**config.mk**
```make
export PLATFORM = sky130hd
export DESIGN_NAME = write_to_ddr3
export DESIGN_NICKNAME = d
export VERILOG_FILES = /design/src/rtl/ddr3_wr_pkg.sv /design/src/rtl/ddr3_wr_buf_flags.sv /design/src/rtl/write_to_ddr3.sv
export SDC_FILE = /design/constraint.sdc
export NUM_CORES = 1
export LEC_CHECK = 0
export ABC_AREA = 1
export ABC_CLOCK_PERIOD_IN_PS = 6300
export BUFFER_PORTS_ARGS = -buffer_cell sky130_fd_sc_hd__buf_2
export CAP_MARGIN = 10
export CORE_AREA = 5 5 140 142
export DETAILED_ROUTE_END_ITERATION = 6
export DIE_AREA = 0 0 145 147
export PLACE_DENSITY_LB_ADDON = 0.08
export SYNTH_ARGS = -nofsm -noshare
export SYNTH_HDL_FRONTEND = slang
export SYNTH_SLANG_ARGS = --single-unit
```
**constraint.sdc**
```tcl
create_clock -name ddr3_clk -period 6.3 [get_ports ddr3_clk]
set_clock_uncertainty 0.1 [all_clocks]
set_input_delay 0.315 -clock ddr3_clk [delete_from_list [all_inputs] [get_ports ddr3_clk]]
set_output_delay 0.315 -clock ddr3_clk [all_outputs]
set_load 0.05 [all_outputs]
```
**src/rtl/ddr3_wr_pkg.sv**
```systemverilog
// Shared types and Avalon constants for the DDR3 frame writer.
package ddr3_wr_pkg;

  typedef enum logic [1:0] {
    IDLE  = 2'd0,
    BURST = 2'd1,
    DONE  = 2'd2
  } state_t;

  localparam int unsigned AVL_DATA_W = 128;
  localparam int unsigned AVL_ADDR_W = 26;
  localparam int unsigned AVL_BE_W   = AVL_DATA_W / 8;
  localparam logic [AVL_BE_W-1:0] AVL_BE_ALL = '1;

  // Number of 128-bit words in one frame.
  function automatic int unsigned frame_words(input int unsigned width, input int unsigned height,
                                              input int unsigned bpp);
    return (width * height * bpp) / AVL_BE_W;
  endfunction

endpackage

```
**src/rtl/ddr3_wr_buf_flags.sv**
```systemverilog
// Ping-pong buffer bookkeeping: two full flags and the buffer currently being written.
module ddr3_wr_buf_flags (
  input  logic i_clk,
  input  logic i_reset,
  input  logic i_set,
  input  logic i_release0,
  input  logic i_release1,
  output logic o_full0,
  output logic o_full1,
  output logic o_wr_sel
);

  logic r_full0;
  logic r_full1;
  logic r_wr_sel;

  // A completing frame takes priority over a release of the same buffer.
  always_ff @(posedge i_clk) begin
    if (i_reset) begin
      r_full0  <= 1'b0;
      r_full1  <= 1'b0;
      r_wr_sel <= 1'b0;
    end else begin
      if (i_set && !r_wr_sel) begin
        r_full0 <= 1'b1;
      end else if (i_release0) begin
        r_full0 <= 1'b0;
      end
      if (i_set && r_wr_sel) begin
        r_full1 <= 1'b1;
      end else if (i_release1) begin
        r_full1 <= 1'b0;
      end
      if (i_set) begin
        r_wr_sel <= ~r_wr_sel;
      end
    end
  end

  assign o_full0  = r_full0;
  assign o_full1  = r_full1;
  assign o_wr_sel = r_wr_sel;

endmodule

```
**src/rtl/write_to_ddr3.sv**
```systemverilog
// Frame writer: drains a show-ahead FIFO into ping-pong DDR3 buffers with fixed Avalon bursts.
// Optional DDR3_WR_FRAME_COUNT_EN adds frame_count and stall_count outputs.
module write_to_ddr3
  import ddr3_wr_pkg::*;
#(
  parameter int unsigned IMAGE_WIDTH     = 1280,
  parameter int unsigned IMAGE_HEIGHT    = 1024,
  parameter int unsigned BYTES_PER_PIXEL = 4,
  parameter int unsigned BURST_LEN       = 4
) (
  input  logic                  ddr3_clk,
  input  logic                  reset,
  input  logic                  src_fifo_empty,
  input  logic [AVL_DATA_W-1:0] src_fifo_rd_data,
  output logic                  src_fifo_rd,
  input  logic [AVL_ADDR_W-1:0] ddr3_buffer0_offset,
  input  logic [AVL_ADDR_W-1:0] ddr3_buffer1_offset,
  input  logic                  release_buffer0,
  input  logic                  release_buffer1,
  output logic                  ddr3_wr_buffer0_full,
  output logic                  ddr3_wr_buffer1_full,
  output logic                  frame_done,
  input  logic                  ddr3_avl_ready,
  output logic                  ddr3_avl_burstbegin,
  output logic [2:0]            ddr3_avl_size,
  output logic                  ddr3_avl_write_req,
  output logic [AVL_ADDR_W-1:0] ddr3_avl_addr,
  output logic [AVL_DATA_W-1:0] ddr3_avl_wdata,
  output logic [AVL_BE_W-1:0]   ddr3_avl_be
`ifdef DDR3_WR_FRAME_COUNT_EN
  ,
  output logic [15:0]           frame_count,
  output logic [15:0]           stall_count
`endif
);

  localparam int unsigned FRAME_WORDS = frame_words(IMAGE_WIDTH, IMAGE_HEIGHT, BYTES_PER_PIXEL);
  localparam int unsigned WCNT_W      = (FRAME_WORDS > 1) ? $clog2(FRAME_WORDS) : 1;
  localparam logic [WCNT_W-1:0] LAST_WORD = WCNT_W'(FRAME_WORDS - 1);
  localparam logic [2:0]        LAST_BEAT = 3'(BURST_LEN - 1);

  if (BURST_LEN < 1 || BURST_LEN > 7) begin : g_bad_burst_len
    $error("write_to_ddr3: BURST_LEN must be 1..7");
  end else if ((FRAME_WORDS % BURST_LEN) != 0) begin : g_bad_frame_words
    $error("write_to_ddr3: FRAME_WORDS must be a multiple of BURST_LEN");
  end

  state_t                r_state;
  state_t                w_state_next;
  logic [AVL_ADDR_W-1:0] r_base_addr;
  logic [WCNT_W-1:0]     r_word_cnt;
  logic [2:0]            r_beat_cnt;
  logic [WCNT_W-1:0]     w_burst_start;
  logic                  w_full0;
  logic                  w_full1;
  logic                  w_wr_sel;
  logic                  w_sel_full;
  logic                  w_start;
  logic                  w_req;
  logic                  w_beat;
  logic                  w_last;

  ddr3_wr_buf_flags u_buf_flags (
    .i_clk      (ddr3_clk),
    .i_reset    (reset),
    .i_set      (r_state == DONE),
    .i_release0 (release_buffer0),
    .i_release1 (release_buffer1),
    .o_full0    (w_full0),
    .o_full1    (w_full1),
    .o_wr_sel   (w_wr_sel)
  );

  assign w_sel_full = w_wr_sel ? w_full1 : w_full0;
  assign w_start    = (r_state == IDLE) && !w_sel_full;
  assign w_req      = (r_state == BURST) && !src_fifo_empty;
  assign w_beat     = w_req && ddr3_avl_ready;
  assign w_last     = w_beat && (r_beat_cnt == LAST_BEAT) && (r_word_cnt == LAST_WORD);
  // Word count minus beats already sent recovers the burst start without an extra register.
  assign w_burst_start = r_word_cnt - WCNT_W'(r_beat_cnt);

  always_ff @(posedge ddr3_clk) begin
    if (reset) begin
      r_state <= IDLE;
    end else begin
      r_state <= w_state_next;
    end
  end

  always_comb begin
    w_state_next = r_state;
    unique case (r_state)
      IDLE:    if (!w_sel_full) w_state_next = BURST;
      BURST:   if (w_last) w_state_next = DONE;
      DONE:    w_state_next = IDLE;
      default: w_state_next = IDLE;
    endcase
  end

  always_ff @(posedge ddr3_clk) begin
    if (reset) begin
      r_base_addr <= '0;
      r_word_cnt  <= '0;
      r_beat_cnt  <= '0;
    end else if (w_start) begin
      r_base_addr <= w_wr_sel ? ddr3_buffer1_offset : ddr3_buffer0_offset;
      r_word_cnt  <= '0;
      r_beat_cnt  <= '0;
    end else if (w_beat) begin
      r_word_cnt <= (r_word_cnt == LAST_WORD) ? '0 : r_word_cnt + 1'b1;
      r_beat_cnt <= (r_beat_cnt == LAST_BEAT) ? '0 : r_beat_cnt + 1'b1;
    end
  end

  always_comb begin
    ddr3_avl_write_req  = w_req;
    ddr3_avl_burstbegin = w_req && (r_beat_cnt == 3'd0);
    src_fifo_rd         = w_beat;
    frame_done          = (r_state == DONE);
    ddr3_avl_addr       = r_base_addr + AVL_ADDR_W'(w_burst_start);
  end

  assign ddr3_avl_wdata       = src_fifo_rd_data;
  assign ddr3_avl_size        = 3'(BURST_LEN);
  assign ddr3_avl_be          = AVL_BE_ALL;
  assign ddr3_wr_buffer0_full = w_full0;
  assign ddr3_wr_buffer1_full = w_full1;

`ifdef DDR3_WR_FRAME_COUNT_EN
  logic [15:0] r_frame_count;
  logic [15:0] r_stall_count;

  always_ff @(posedge ddr3_clk) begin
    if (reset) begin
      r_frame_count <= '0;
      r_stall_count <= '0;
    end else begin
      if (r_state == DONE) begin
        r_frame_count <= r_frame_count + 16'd1;
      end
      if (w_req && !ddr3_avl_ready && (r_stall_count != 16'hFFFF)) begin
        r_stall_count <= r_stall_count + 16'd1;
      end
    end
  end

  assign frame_count = r_frame_count;
  assign stall_count = r_stall_count;
`endif

endmodule

```
## Word-level counts from Yosys, hierarchy flattened

Cells that the tools add are included.

| cells by class | value |
|---|---|
| reductions and logical operators | 17 |
| bitwise gates (word level) | 1 |
| eq/ne operators | 6 |
| add/subtract/negate cells | 4 |
| mux-type cells | 11 |

Operators with widths:

| operator | count |
|---|---|
| 26-bit by 19-bit adder with 26-bit output | 1 |
| 26-bit 2-to-1 mux | 1 |
| 19-bit by 1-bit adder with 19-bit output (second input constant) | 1 |
| 19-bit == test (second input constant) | 1 |
| 19-bit 2-to-1 mux | 1 |
| 19-bit by 3-bit subtractor with 19-bit output | 1 |
| 1-bit logical AND | 8 |
| 1-bit 2-to-1 mux | 5 |
| 2-bit 2-to-1 mux | 2 |
| 2-bit != test (second input constant) | 2 |
| 2-bit case mux with 2 select lines | 1 |
| 2-bit nonzero test | 2 |
| 3-bit by 1-bit adder with 3-bit output (second input constant) | 1 |
| 3-bit by 2-bit == test with 1-bit output (second input constant) | 1 |
| 1-bit logical NOT | 3 |
| 3-bit logical NOT | 1 |
| 3-bit 2-to-1 mux | 1 |
| 2-bit by 1-bit == test with 1-bit output (second input constant) | 1 |
| 2-bit == test (second input constant) | 1 |
| 2-bit logical NOT | 1 |
| 2-bit AND reduction | 1 |
| 2-bit OR reduction | 1 |
| 1-bit inverter | 1 |

| word-level totals | value |
|---|---|
| register bits after elaboration | 53 |
| word-level logic and storage cells | 46 |
| bits of input ports | 186 |

## Longest topological paths before layout

Gate-level depths: netlist (run 1).

| logic depth | value |
|---|---|
| word-level depth | 7 |
| mapped depth | 22 |
| depth with buffers taken out | 22 |

## By module

A second synthesis (run 1) with hierarchy kept.

| second synthesis, totals | value |
|---|---|
| cells, all modules | 864 |
| area, all modules | 5,730.5 um^2 |

By module, submodules not included:

| module | instances | seq. area each (um^2) | cells an instance | area each (um^2) |
|---|---|---|---|---|
| write_to_ddr3 | 1 | 1,001.0 | 849 | 5,607.9 |
| ddr3_wr_buf_flags | 1 | 60.1 | 15 | 122.6 |

## Worst setup path before layout (run 1)

No wires, ideal clock.

| timing path | value |
|---|---|
| path type | reg-to-output |
| start point | reg r_word_cnt[0] |
| end point | out ddr3_avl_addr[16] |
| required time | 5,885 ps |
| stages on the path, launching flop included | 17 |
| slack | 2,379 ps |
| arrival | 3,506 ps |
| path buffers | 0 |
| path through | dfxtp_1 inv_1 ha_1 inv_1 fa_1 nand2_1 nand4_1 nor2_1 nand4_1 xor2_1 ha_1 nand2_1 nor2_1 inv_1 nor3_1 a21oi_1 xnor2_1 |

| on the way | value |
|---|---|
| cells in the longest elaborated chain, start to end | 2 |

Ends and longest elaborated chain:

| element | line | source |
|---|---|---|
| start: declaration | write_to_ddr3.sv:51 | `logic [WCNT_W-1:0] r_word_cnt;` |
| start signal: assignment | write_to_ddr3.sv:110 | `r_word_cnt <= (r_word_cnt == LAST_WORD) ? '0 : r_word_cnt + 1'b1;` |
| 19-bit by 3-bit subtractor with 19-bit output | write_to_ddr3.sv:80 | `assign w_burst_start = r_word_cnt - WCNT_W'(r_beat_cnt);` |
| 26-bit by 19-bit adder with 26-bit output | write_to_ddr3.sv:120 | `ddr3_avl_addr = r_base_addr + AVL_ADDR_W'(w_burst_start);` |
| end: declaration | write_to_ddr3.sv:27 | `output logic [AVL_ADDR_W-1:0] ddr3_avl_addr,` |

No other way between the ends.

## Worst setup path after layout (run 1)

| timing path | value |
|---|---|
| start point | reg r_word_cnt[0] |
| end point | out ddr3_avl_addr[13] |

Same word-level chain as after synthesis.

==> results of run 1 <==
[cell usage after synthesis, drive strengths merged]
master,instances
nand2,210
buf,159
inv,101
nor2,83
dfxtp,53
nand3,37
o21ai,33
a21oi,31
ha,26
mux2i,26
xor2,25
nand4,17
nor3,12
o22ai,8
xnor2,7
a211oi,3
clkbuf,3
or2,3
conb,2
fa,2
and2,1
nor3b,1
o211ai,1
o21bai,1
[sequential cells by signal, summed over array words and instances, names as in the netlist]
signal,cells
r_base_addr,26
r_beat_cnt,3
r_state,2
r_word_cnt,19
u_buf_flags.o_full0,1
u_buf_flags.o_full1,1
u_buf_flags.o_wr_sel,1
[metrics by stage]
stage               hold slack (ps)  utilization  total power (W)  cell area, um^2
floorplan                     284.1            -        0.0008485             5702
global placement              360.9       0.2866        0.0007170             5253
detailed placement            362.7       0.2866        0.0007173             5253
CTS                           100.8       0.2960         0.001063             5426
global route                  107.6       0.2960         0.001100             5426
finish                        111.4       0.2960         0.001043             5426
[layout make-up]
class / count / area [um^2] / area share
inverter: 101 / 379.1 / 0.06986
timing repair buffer: 90 / 452.9 / 0.08347
sequential: 53 / 1062 / 0.1958
tap: 234 / 292.8 / 0.05395
clock buffer: 5 / 125.1 / 0.02306
clock inverter: 3 / 48.80 / 0.008992
multi-input combinational: 546 / 3065 / 0.5649
[logic make-up after synthesis]
| family | Yosys count | share of synthesized area |
|---|---|---|
| and+or+nand+nor | 364 | 0.2898 |
| muxes | 26 | 0.04616 |
| other | 2 | 0.001332 |
| DFF | 53 | 0.1882 |
| AOI/OAI and AO/OA | 77 | 0.08056 |
| buffers and inverters | 263 | 0.2794 |
| adders and majority gates | 28 | 0.06480 |
| xor gates and xnor gates | 32 | 0.04971 |
[layer usage]
metal / wire length, um / GRT usage / vias up
met4: 644 / 0.06497 / 0
li1: - / - / 2396
met1: 7029 / 0.1809 / 2081
met2: 8084 / 0.2682 / 142
met3: 1086 / 0.04534 / 52
met5: 0 / 0.004545 / -
[worst min-delay path by stage]
stage	endpoint	slack [ps]	cells past startpoint
2_1_floorplan	u_buf_flags.o_full0$_SDFFE_PP0P_	280	1
3_3_place_gp	r_base_addr[0]$_SDFFE_PP0P_	360	2
3_5_place_dp	r_base_addr[0]$_SDFFE_PP0P_	360	2
4_1_cts	u_buf_flags.o_wr_sel$_SDFFE_PP0P_	100	2
5_1_grt	u_buf_flags.o_full0$_SDFFE_PP0P_	110	2
6_report	u_buf_flags.o_wr_sel$_SDFFE_PP0P_	110	2
[critical path, stage by stage (launching register included)]
cell and delay (ps):
dfxtp_1 340, inv_1 160, ha_1 180, inv_1 60, fa_1 400, nand2_1 100
nand4_1 140, nor2_1 340, nand3_1 150, xor2_1 170, ha_1 380, nand2_1 120
nor2_1 250, inv_1 70, o21bai_1 200, nor2_1 90, or2_0 200, nand2_1 60
buf_2 260
[placed cells by master, fill, tap and decap left out, types with 5 or more instances in the layout]
| cell type | count |
|---|---|
| o21ai_0 | 19 |
| inv_1 | 99 |
| nand4_1 | 15 |
| xnor2_1 | 7 |
| a21oi_1 | 31 |
| conb_1 | 19 |
| nor3_1 | 10 |
| mux2i_1 | 26 |
| dfxtp_1 | 52 |
| xor2_1 | 25 |
| ha_1 | 26 |
| buf_2 | 89 |
| nor2_4 | 7 |
| nand2_1 | 202 |
| nor2_2 | 6 |
| o22ai_1 | 8 |
| nand3_1 | 36 |
| clkbuf_16 | 5 |
| o21ai_2 | 11 |
| nand2_2 | 7 |
| nor2_1 | 69 |
[power by group through the flow]
stage          logic, W  registers (W)  clock network [W]
2_1_floorplan  0.000477       0.000371                  0
3_3_place_gp   0.000338       0.000379                  0
3_5_place_dp   0.000338       0.000379                  0
4_1_cts        0.000339       0.000372           0.000352
5_1_grt        0.000363       0.000374           0.000363
6_report       0.000334       0.000371           0.000338
==> flow_summary.yaml, run 1 <==
routing:
  final_antenna_net_count: 0
  dr.pass1.iters: 4
  via_count: 4671
  routedWlPerCell_um: 16.32
  drc: 0
  drt-total-wl_mm: 16.84
  via_per_inst: 4.526
  drtIter0Drc: 221
timing:
  hold_viol: 0
  period_needed_ps: 4378
  setup_ws_ps: 1922
  rsz0062_at_grt: "no"
  max_slew_margin: 0.3515
  setup_tns_ps: 0
  slew_violations: 0
  fmax_mhz: 228.4
  worst_pin_slew_ps: 972.7
  period_share: 0.6950
  setup_viol: 0
status:
  status: "completed"
synth:
  synth.distinct_cells: 40
  avgSynthCellArea_um2: 6.672
  syn_area_um2: 5638
  yosysTopAreaCellShare: 0.1984
  synth_top_cell_by_area: "buf_4"
  netlist_top_cells_area: "buf_4, dfxtp_1, nand2_1"
  synth.ff_latch_count: 53
  ys_seq_area_frac: 0.1882
  ys_warn_count: 0
  postSynthCellCount: 845
setup_path:
  startpoint: "r_word_cnt[0]$_SDFFE_PP0P_"
  worstReg2RegEnd: "r_word_cnt[0]$_SDFFE_PP0P_"
  ff2ff_path_depth: 6
  cp.required_ps: 5880
  cp-endpoint: "ddr3_avl_addr[13]"
  worst_setup_path_end_kind: "output port"
  worst_setup_path_start_kind: "flip-flop"
  r2r-start: "u_buf_flags.o_wr_sel$_SDFFE_PP0P_"
  crit_type: "flip-flop to output port"
  cp.arrival_ps: 3960
  crit_fanout: 6
  reg2reg_slack_ps: 3420
floorplanning:
  die_w_um: 145
  coreArea_um2: 18330
  pin_count: 365
  start_util: 0.3076
  die-area_um2: 21320
  die_h_um: 147
  num_rows: 50
clocking:
  cts_buffers: 5
  post_cts_buffers: 0
  cts_tree: "built"
  ctsHtreeMaxLevel: 2
  cts_root_buffer: "clkbuf_16"
  worst_skew_pair.late_latency_ps: 310
  clkTransAtPathRegs_ps: 80
  cts_resized: 0
  cts_buffer_depth: 2
  cts-hold-fix-buffers: 0
  clock-sinks: 53
pwr:
  combPwrFrac: 0.320
  p_int_w: 0.0006283
  clkPwrFrac: 0.325
  powerDensity_nw_per_um2: 192.2
  p_leak_nw: 2.665
  p_seq_frac: 0.355
  p_sw_frac: 0.3975
  p_sw_w: 0.0004144
  vdd_drop_max_mv: 0.1034
layout:
  drive_gt1_frac: 0.1779
  fill_cells: 2093
  fin_nets: 1011
  syn2layout_area_growth_pct: -3.751
  final_cell_count_no_fill: 1032
  diodes: 0
placed_design:
  hpwl_mm: 14.44
  portBuffers: 89
  place_inst: 1024
  place_ws_ps: 2229
  routabilityCongestion: 0.8776
grt:
  antenna_found_initial: 0
  grt_max_degree: 32
  grtUsageTotal: 0.1560
  grt_pass1_wl_mm: 26.43
  overflow: 0
  grt_pass1_vias: 4806
flow_run:
  drv_cap: 0
hold_path:
  holdCritStartpoint: "reset"
  hold_class: "input port to flip-flop"
No activity file was read; power rests on OpenSTA's default activity.
==> run 2, diff against run 1 <==
--- a/config.mk
+++ b/config.mk
@@ -5,13 +5,13 @@
 export SDC_FILE = /design/constraint.sdc
 export NUM_CORES = 1
 export LEC_CHECK = 0
-export ABC_AREA = 1
-export ABC_CLOCK_PERIOD_IN_PS = 6300
+export ABC_AREA = 0
+export ABC_CLOCK_PERIOD_IN_PS = 4300
 export BUFFER_PORTS_ARGS = -buffer_cell sky130_fd_sc_hd__buf_2
 export CAP_MARGIN = 10
-export CORE_AREA = 5 5 140 142
+export CORE_AREA = 5 5 138 140
 export DETAILED_ROUTE_END_ITERATION = 6
-export DIE_AREA = 0 0 145 147
+export DIE_AREA = 0 0 143 145
 export PLACE_DENSITY_LB_ADDON = 0.08
 export SYNTH_ARGS = -nofsm -noshare
 export SYNTH_HDL_FRONTEND = slang
==> constraint.sdc (replaced) <==
create_clock -name ddr3_clk -period 4.3 [get_ports ddr3_clk]
set_clock_uncertainty 0.1 [all_clocks]
set_input_delay 0.215 -clock ddr3_clk [delete_from_list [all_inputs] [get_ports ddr3_clk]]
set_output_delay 0.215 -clock ddr3_clk [all_outputs]
set_load 0.05 [all_outputs]
==> flow_summary.yaml, run 2 <==
status:
  status: "completed"
layout:
  fin_nets: 812
  top_register: "r_base_addr"
  finalInstanceArea_um2: 5079
  drive_gt1_frac: 0.2521
  final_cell_count_no_fill: 828
  largest_reg_flops: 26
  final_common_cell: "buf_2"
  fill_cells: 1948
  syn2layout_area_growth_pct: -1.097
  diodes: 0
  final_cell_mix: "buf_2, nor2_1, dfxtp_1"
  final_util: 0.2866
  reg_top3: "r_base_addr: 26 flops, r_word_cnt: 19 flops, r_beat_cnt: 3 flops"
setup_path:
  worst_path_largest_cell_delay_ps: 380
  crit_type: "flip-flop to output port"
  cp.required_ps: 3980
  r2r-start: "u_buf_flags.o_wr_sel$_SDFFE_PP0P_"
  cp.arrival_ps: 3800
  path_cells: "inv_4, ha_4, inv_2, fa_2, a211oi_2, and2_4, nand2_1, xnor2_1, ha_1, a21oi_2, o21ai_1, a2111oi_2, and3_4, o31a_1, xnor2_1, buf_4"
  crit_buf_inv: 3
  ff2ff_path_depth: 5
  crit_fanout: 5
  worst_setup_path_start_kind: "flip-flop"
  reg2reg_slack_ps: 1560
  crit_top_cell: "xnor2_1"
  startpoint: "r_word_cnt[0]$_SDFFE_PP0P_"
  cp-endpoint: "ddr3_avl_addr[19]"
  cp_top_family: "compound AO/OA/AOI/OAI gates"
  critPathSlowestCell: "fa_2"
  path_depth: 16
  worst_setup_path_end_kind: "output port"
  worstReg2RegEnd: "r_word_cnt[11]$_SDFFE_PP0P_"
placed_design:
  routabilityCongestion: 0.8819
  place_inst: 815
  placed_cell_area_um2: 4752
  portBuffers: 89
  hpwl_mm: 12.70
clocking:
  clkTransAtPathRegs_ps: 70
  cts_tree: "built"
  cts_buffers: 5
  cts_buffer_depth: 2
  clock-sinks: 53
  ctsHtreeMaxLevel: 2
  cts_root_buffer: "clkbuf_16"
  worst_skew_pair.late_latency_ps: 300
synth:
  synth.ff_latch_count: 53
  netlist_top_cells_area: "buf_4, dfxtp_1, ha_1"
  syn_area_um2: 5135
  yosysTopAreaCellShare: 0.2208
  avgSynthCellArea_um2: 7.961
  synth.distinct_cells: 56
  async_reset_ff_frac: 0
  ys_warn_count: 0
  synth_most_common_cell: "buf_4"
  synth_edf_count: 0
  synth_common_cells: "buf_4, nor2_1, dfxtp_1"
  ys_seq_area_frac: 0.2066
  postSynthCellCount: 645
  synthFlopType: "dfxtp_1"
  synth_top_cell_by_area: "buf_4"
floorplanning:
  coreArea_um2: 17720
  num_rows: 49
  start_util: 0.2898
  pin_count: 365
  die_w_um: 143
  die_h_um: 145
  die-area_um2: 20740
grt:
  antenna_found_initial: 0
  grt_pass1_vias: 4085
  grt_max_degree: 54
  grt_pass1_wl_mm: 23.14
  grtUsageTotal: 0.1415
  overflow: 0
routing:
  via_count: 4011
  routedWlPerCell_um: 18.35
  final_antenna_net_count: 0
  drt-total-wl_mm: 15.19
  dr.pass1.iters: 4
  drtIter0Drc: 213
  drc: 0
  via_per_inst: 4.844
timing:
  max_slew_margin: 0.4173
  setup_viol: 0
  worst_pin_slew_ps: 874.0
  slew_violations: 0
  rsz0062_at_grt: "yes"
  fmax_mhz: 242.7
  period_share: 0.9581
  hold_viol: 0
  period_needed_ps: 4120
pwr:
  p_leak_nw: 2.091
  powerDensity_nw_per_um2: 257.8
  vdd_drop_max_mv: 0.1517
hold_path:
  hold_class: "input port to flip-flop"
flow_run:
  drv_cap: 0
## run 2: cell count changes in the layout (fill, tap and decap cells not counted), moves of 8 or more
cell | previous run | this run
nand2_1 | 202 | 30
inv_1 | 99 | 9
a211oi_1 | 3 | 35
buf_4 | 1 | 23
nand3_1 | 36 | 14
xnor2_1 | 7 | 24
o21ai_2 | 11 | 0
a21oi_1 | 31 | 21
nor2b_1 | 0 | 10
buf_2 | 89 | 80
and3_1 | 0 | 8
## run 2: logic make-up after synthesis
group                      after synthesis  share of synthesized area
buffers and inverters                  190                     0.2585
and+or+nand+nor                        186                     0.1813
other                                    2                   0.001463
DFF                                     53                     0.2066
AOI/OAI and AO/OA                      110                     0.1450
adders and majority gates               28                    0.07115
xor gates and xnor gates                50                    0.08528
muxes                                   26                    0.05068
## run 2: tightest hold or removal path, cell delays in order
cell and delay [ps]:
buf_2 70, nand2b_1 90, a21oi_1 60
## run 2: repair_timing
item | 4_1_cts | 5_1_grt
buffers inserted | 1 | 4
pin swaps | 3 | 12
gates resized for setup | 8 | 38
hold buffers | 0 | 0
setup endpoints to repair | 10 | 16
## run 2: worst min-delay path by stage
stage,start,endpoint,slack [ps],cells after the start
global route,release_buffer0,u_buf_flags.o_full0$_SDFFE_PP0P_,110,3
global placement,src_fifo_rd_data[109],ddr3_avl_wdata[109],330,0
floorplan,reset,r_state[1]$_SDFFE_PP0P_,190,1
CTS,release_buffer0,u_buf_flags.o_full0$_SDFFE_PP0P_,80,3
detailed placement,src_fifo_rd_data[109],ddr3_avl_wdata[109],330,0
finish,release_buffer0,u_buf_flags.o_full0$_SDFFE_PP0P_,80,3
## run 2: layout make-up
type / count / area (um^2) / area share
timing repair buffer: 107 / 603.1 / 0.1187
clock buffer: 5 / 125.1 / 0.02464
clock inverter: 3 / 21.27 / 0.004188
inverter: 12 / 47.55 / 0.009362
tap: 229 / 286.5 / 0.05642
multi-input combinational: 419 / 2929 / 0.5767
sequential: 53 / 1066 / 0.2099
## run 2: report_power, final
group	total (W)	switching, W	internal, W
Sequential	0.000536	0.0000226	0.000513
Combinational	0.000365	0.000256	0.000109
Clock	0.000409	0.000191	0.000217
## run 2: layer usage
layer,GRT usage,part of all wire,vias up
li1,-,-,1969
met1,0.1638,0.38,1826
met2,0.2474,0.50,170
met3,0.04179,0.093,46
met4,0.04658,0.024,0
met5,0,0,-
## run 2: metrics by stage
stage	hold WS [ps]	total power (W)	TNS, ps	worst slack, ps
global placement	330.3	0.0009019	0	205.4
CTS	76.53	0.001324	-37.92	-37.92
floorplan	193.0	0.001139	0	4.763
finish	83.66	0.001309	0	180.1
global route	112.2	0.001387	-185.1	-74.90
detailed placement	330.3	0.0009006	0	22.20
==> run 3, diff against run 2 <==
--- a/config.mk
+++ b/config.mk
@@ -12,7 +12,6 @@
 export CORE_AREA = 5 5 138 140
 export DETAILED_ROUTE_END_ITERATION = 6
 export DIE_AREA = 0 0 143 145
-export PLACE_DENSITY_LB_ADDON = 0.08
 export SYNTH_ARGS = -nofsm -noshare
 export SYNTH_HDL_FRONTEND = slang
 export SYNTH_SLANG_ARGS = --single-unit
==> flow_summary.yaml, run 3 (synthesis results as in run 2) <==
clocking:
  cts_tree: "built"
  cts-hold-fix-buffers: 0
  worst_skew_pair.late_latency_ps: 290
  clkTransAtPathRegs_ps: 70
  cts_buffer_depth: 2
  clock-sinks: 53
  cts_root_buffer: "clkbuf_16"
  cts_buffers: 5
  ctsHtreeMaxLevel: 2
layout:
  top_register: "r_base_addr"
  fill_cells: 1907
  diodes: 0
  largest_reg_flops: 26
  drive_gt1_frac: 0.2779
  regArea_um2: 1070
  final_util: 0.2932
  fin_nets: 814
  final_cell_mix: "buf_2, nor2_1, dfxtp_1"
  finalInstanceArea_um2: 5195
  syn2layout_area_growth_pct: 1.170
  final_common_cell: "buf_2"
  reg_top3: "r_base_addr: 26 flops, r_word_cnt: 19 flops, r_beat_cnt: 3 flops"
  multi_input_area_um2: 2989
pwr:
  powerDensity_nw_per_um2: 273.8
  vdd_drop_max_mv: 0.1366
  p_leak_nw: 2.127
placed_design:
  placed_cell_area_um2: 4752
  portBuffers: 89
  routabilityCongestion: 0.8835
  hpwl_mm: 10.76
hold_path:
  whs_endpoint: "u_buf_flags.o_full0$_SDFFE_PP0P_"
  hold_class: "input port to flip-flop"
  holdPathStages: 3
  holdCritStartpoint: "release_buffer0"
status:
  status: "completed"
floorplanning:
  die-area_um2: 20740
  die_h_um: 145
  die_w_um: 143
  num_rows: 49
  coreArea_um2: 17720
  start_util: 0.2898
  pin_count: 365
setup_path:
  crit_fanout: 4
  worst_setup_path_start_kind: "flip-flop"
  cp.arrival_ps: 3810
  worst_setup_path_end_kind: "output port"
  ff2ff_path_depth: 5
  reg2reg_slack_ps: 1580
  worstReg2RegEnd: "r_word_cnt[14]$_SDFFE_PP0P_"
  cp.required_ps: 3980
  r2r-start: "u_buf_flags.o_wr_sel$_SDFFE_PP0P_"
  crit_type: "flip-flop to output port"
routing:
  drt-total-wl_mm: 13.49
  via_count: 3976
  final_antenna_net_count: 0
  via_per_inst: 4.790
  drc: 0
  dr.pass1.iters: 4
  drtIter0Drc: 207
  routedWlPerCell_um: 16.25
timing:
  fmax_mhz: 242.2
  setup_viol: 0
  max_slew_margin: 0.4308
  worst_pin_slew_ps: 853.7
  period_share: 0.9603
  hold_viol: 0
  period_needed_ps: 4129
  rsz0062_at_grt: "yes"
  slew_violations: 0
grt:
  grt_pass1_wl_mm: 20.13
  antenna_found_initial: 0
  grtUsageTotal: 0.1213
  grt_max_degree: 54
  grt_pass1_vias: 3746
  overflow: 0
flow_run:
  drv_cap: 0
-- run 3: power by group --
group	switching, W	total [W]	internal, W
Sequential	0.0000218	0.000535	0.000513
Combinational	0.000262	0.000371	0.000109
Clock	0.000183	0.000516	0.000333
Total	0.000467	0.00142	0.000955
-- run 3: how the worst max path moves through the flow --
stage                                          start                end  cells after the start
after CTS                 r_beat_cnt[1]$_SDFFE_PP0P_  ddr3_avl_addr[20]                     16
after global placement    r_beat_cnt[0]$_SDFFE_PP0P_  ddr3_avl_addr[19]                     16
after global routing      r_beat_cnt[1]$_SDFFE_PP0P_  ddr3_avl_addr[12]                     16
after floorplan           r_beat_cnt[0]$_SDFFE_PP0P_  ddr3_avl_addr[15]                     11
after detailed placement  r_beat_cnt[0]$_SDFFE_PP0P_  ddr3_avl_addr[19]                     16
final                     r_word_cnt[0]$_SDFFE_PP0P_  ddr3_avl_addr[20]                     17
-- run 3: layer usage --
layer / routed length [um] / GRT usage / vias to the layer above
met2: 5738 / 0.1734 / 148
li1: - / - / 1971
met5: 55 / 0.01914 / -
met1: 5660 / 0.1526 / 1795
met3: 1379 / 0.04969 / 60
met4: 658 / 0.06606 / 2
-- run 3: cell type report --
class                           count  share of cell area
Multi-Input combinational cell    419              0.5754
Clock inverter                      3             0.01252
Inverter                           12            0.008671
Tap cell                          229             0.05515
Timing Repair Buffer              109              0.1183
Clock buffer                        5             0.02408
Sequential cell                    53              0.2059
-- run 3: stage by stage --
| stage | setup WS, ps | setup TNS [ps] | std cells | power (W) | hold WS (ps) |
|---|---|---|---|---|---|
| after floorplan | 4.763 | 0 | 662 | 0.001139 | 193.0 |
| after global placement | 229.2 | 0 | 815 | 0.0009002 | 330.3 |
| after detailed placement | 75.43 | 0 | 815 | 0.0009016 | 330.3 |
| after CTS | 48.88 | 0 | 824 | 0.001422 | 75.41 |
| after global routing | -73.59 | -150.1 | 830 | 0.001493 | 99.80 |
| final | 170.8 | 0 | 830 | 0.001422 | 82.71 |
-- run 3: what timing repair did --
item / in CTS / in global routing
gates cloned: 0 / 0
pin swaps: 2 / 21
setup endpoints to repair: 6 / 15
setup buffers: 1 / 6
gates resized for setup: 7 / 53
-- run 3: critical path: stages (launching register included) --
cell and delay [ps]:
dfxtp_4 350, inv_2 70, ha_4 140, inv_2 40
fa_2 390, a211oi_2 270, and2_4 220, nand2_2 50
xnor2_1 120, ha_1 370, buf_4 170, nand2_1 90
nor2_2 140, nand2_1 100, o211ai_1 350, a311oi_1 170
a211oi_2 280, buf_6 200
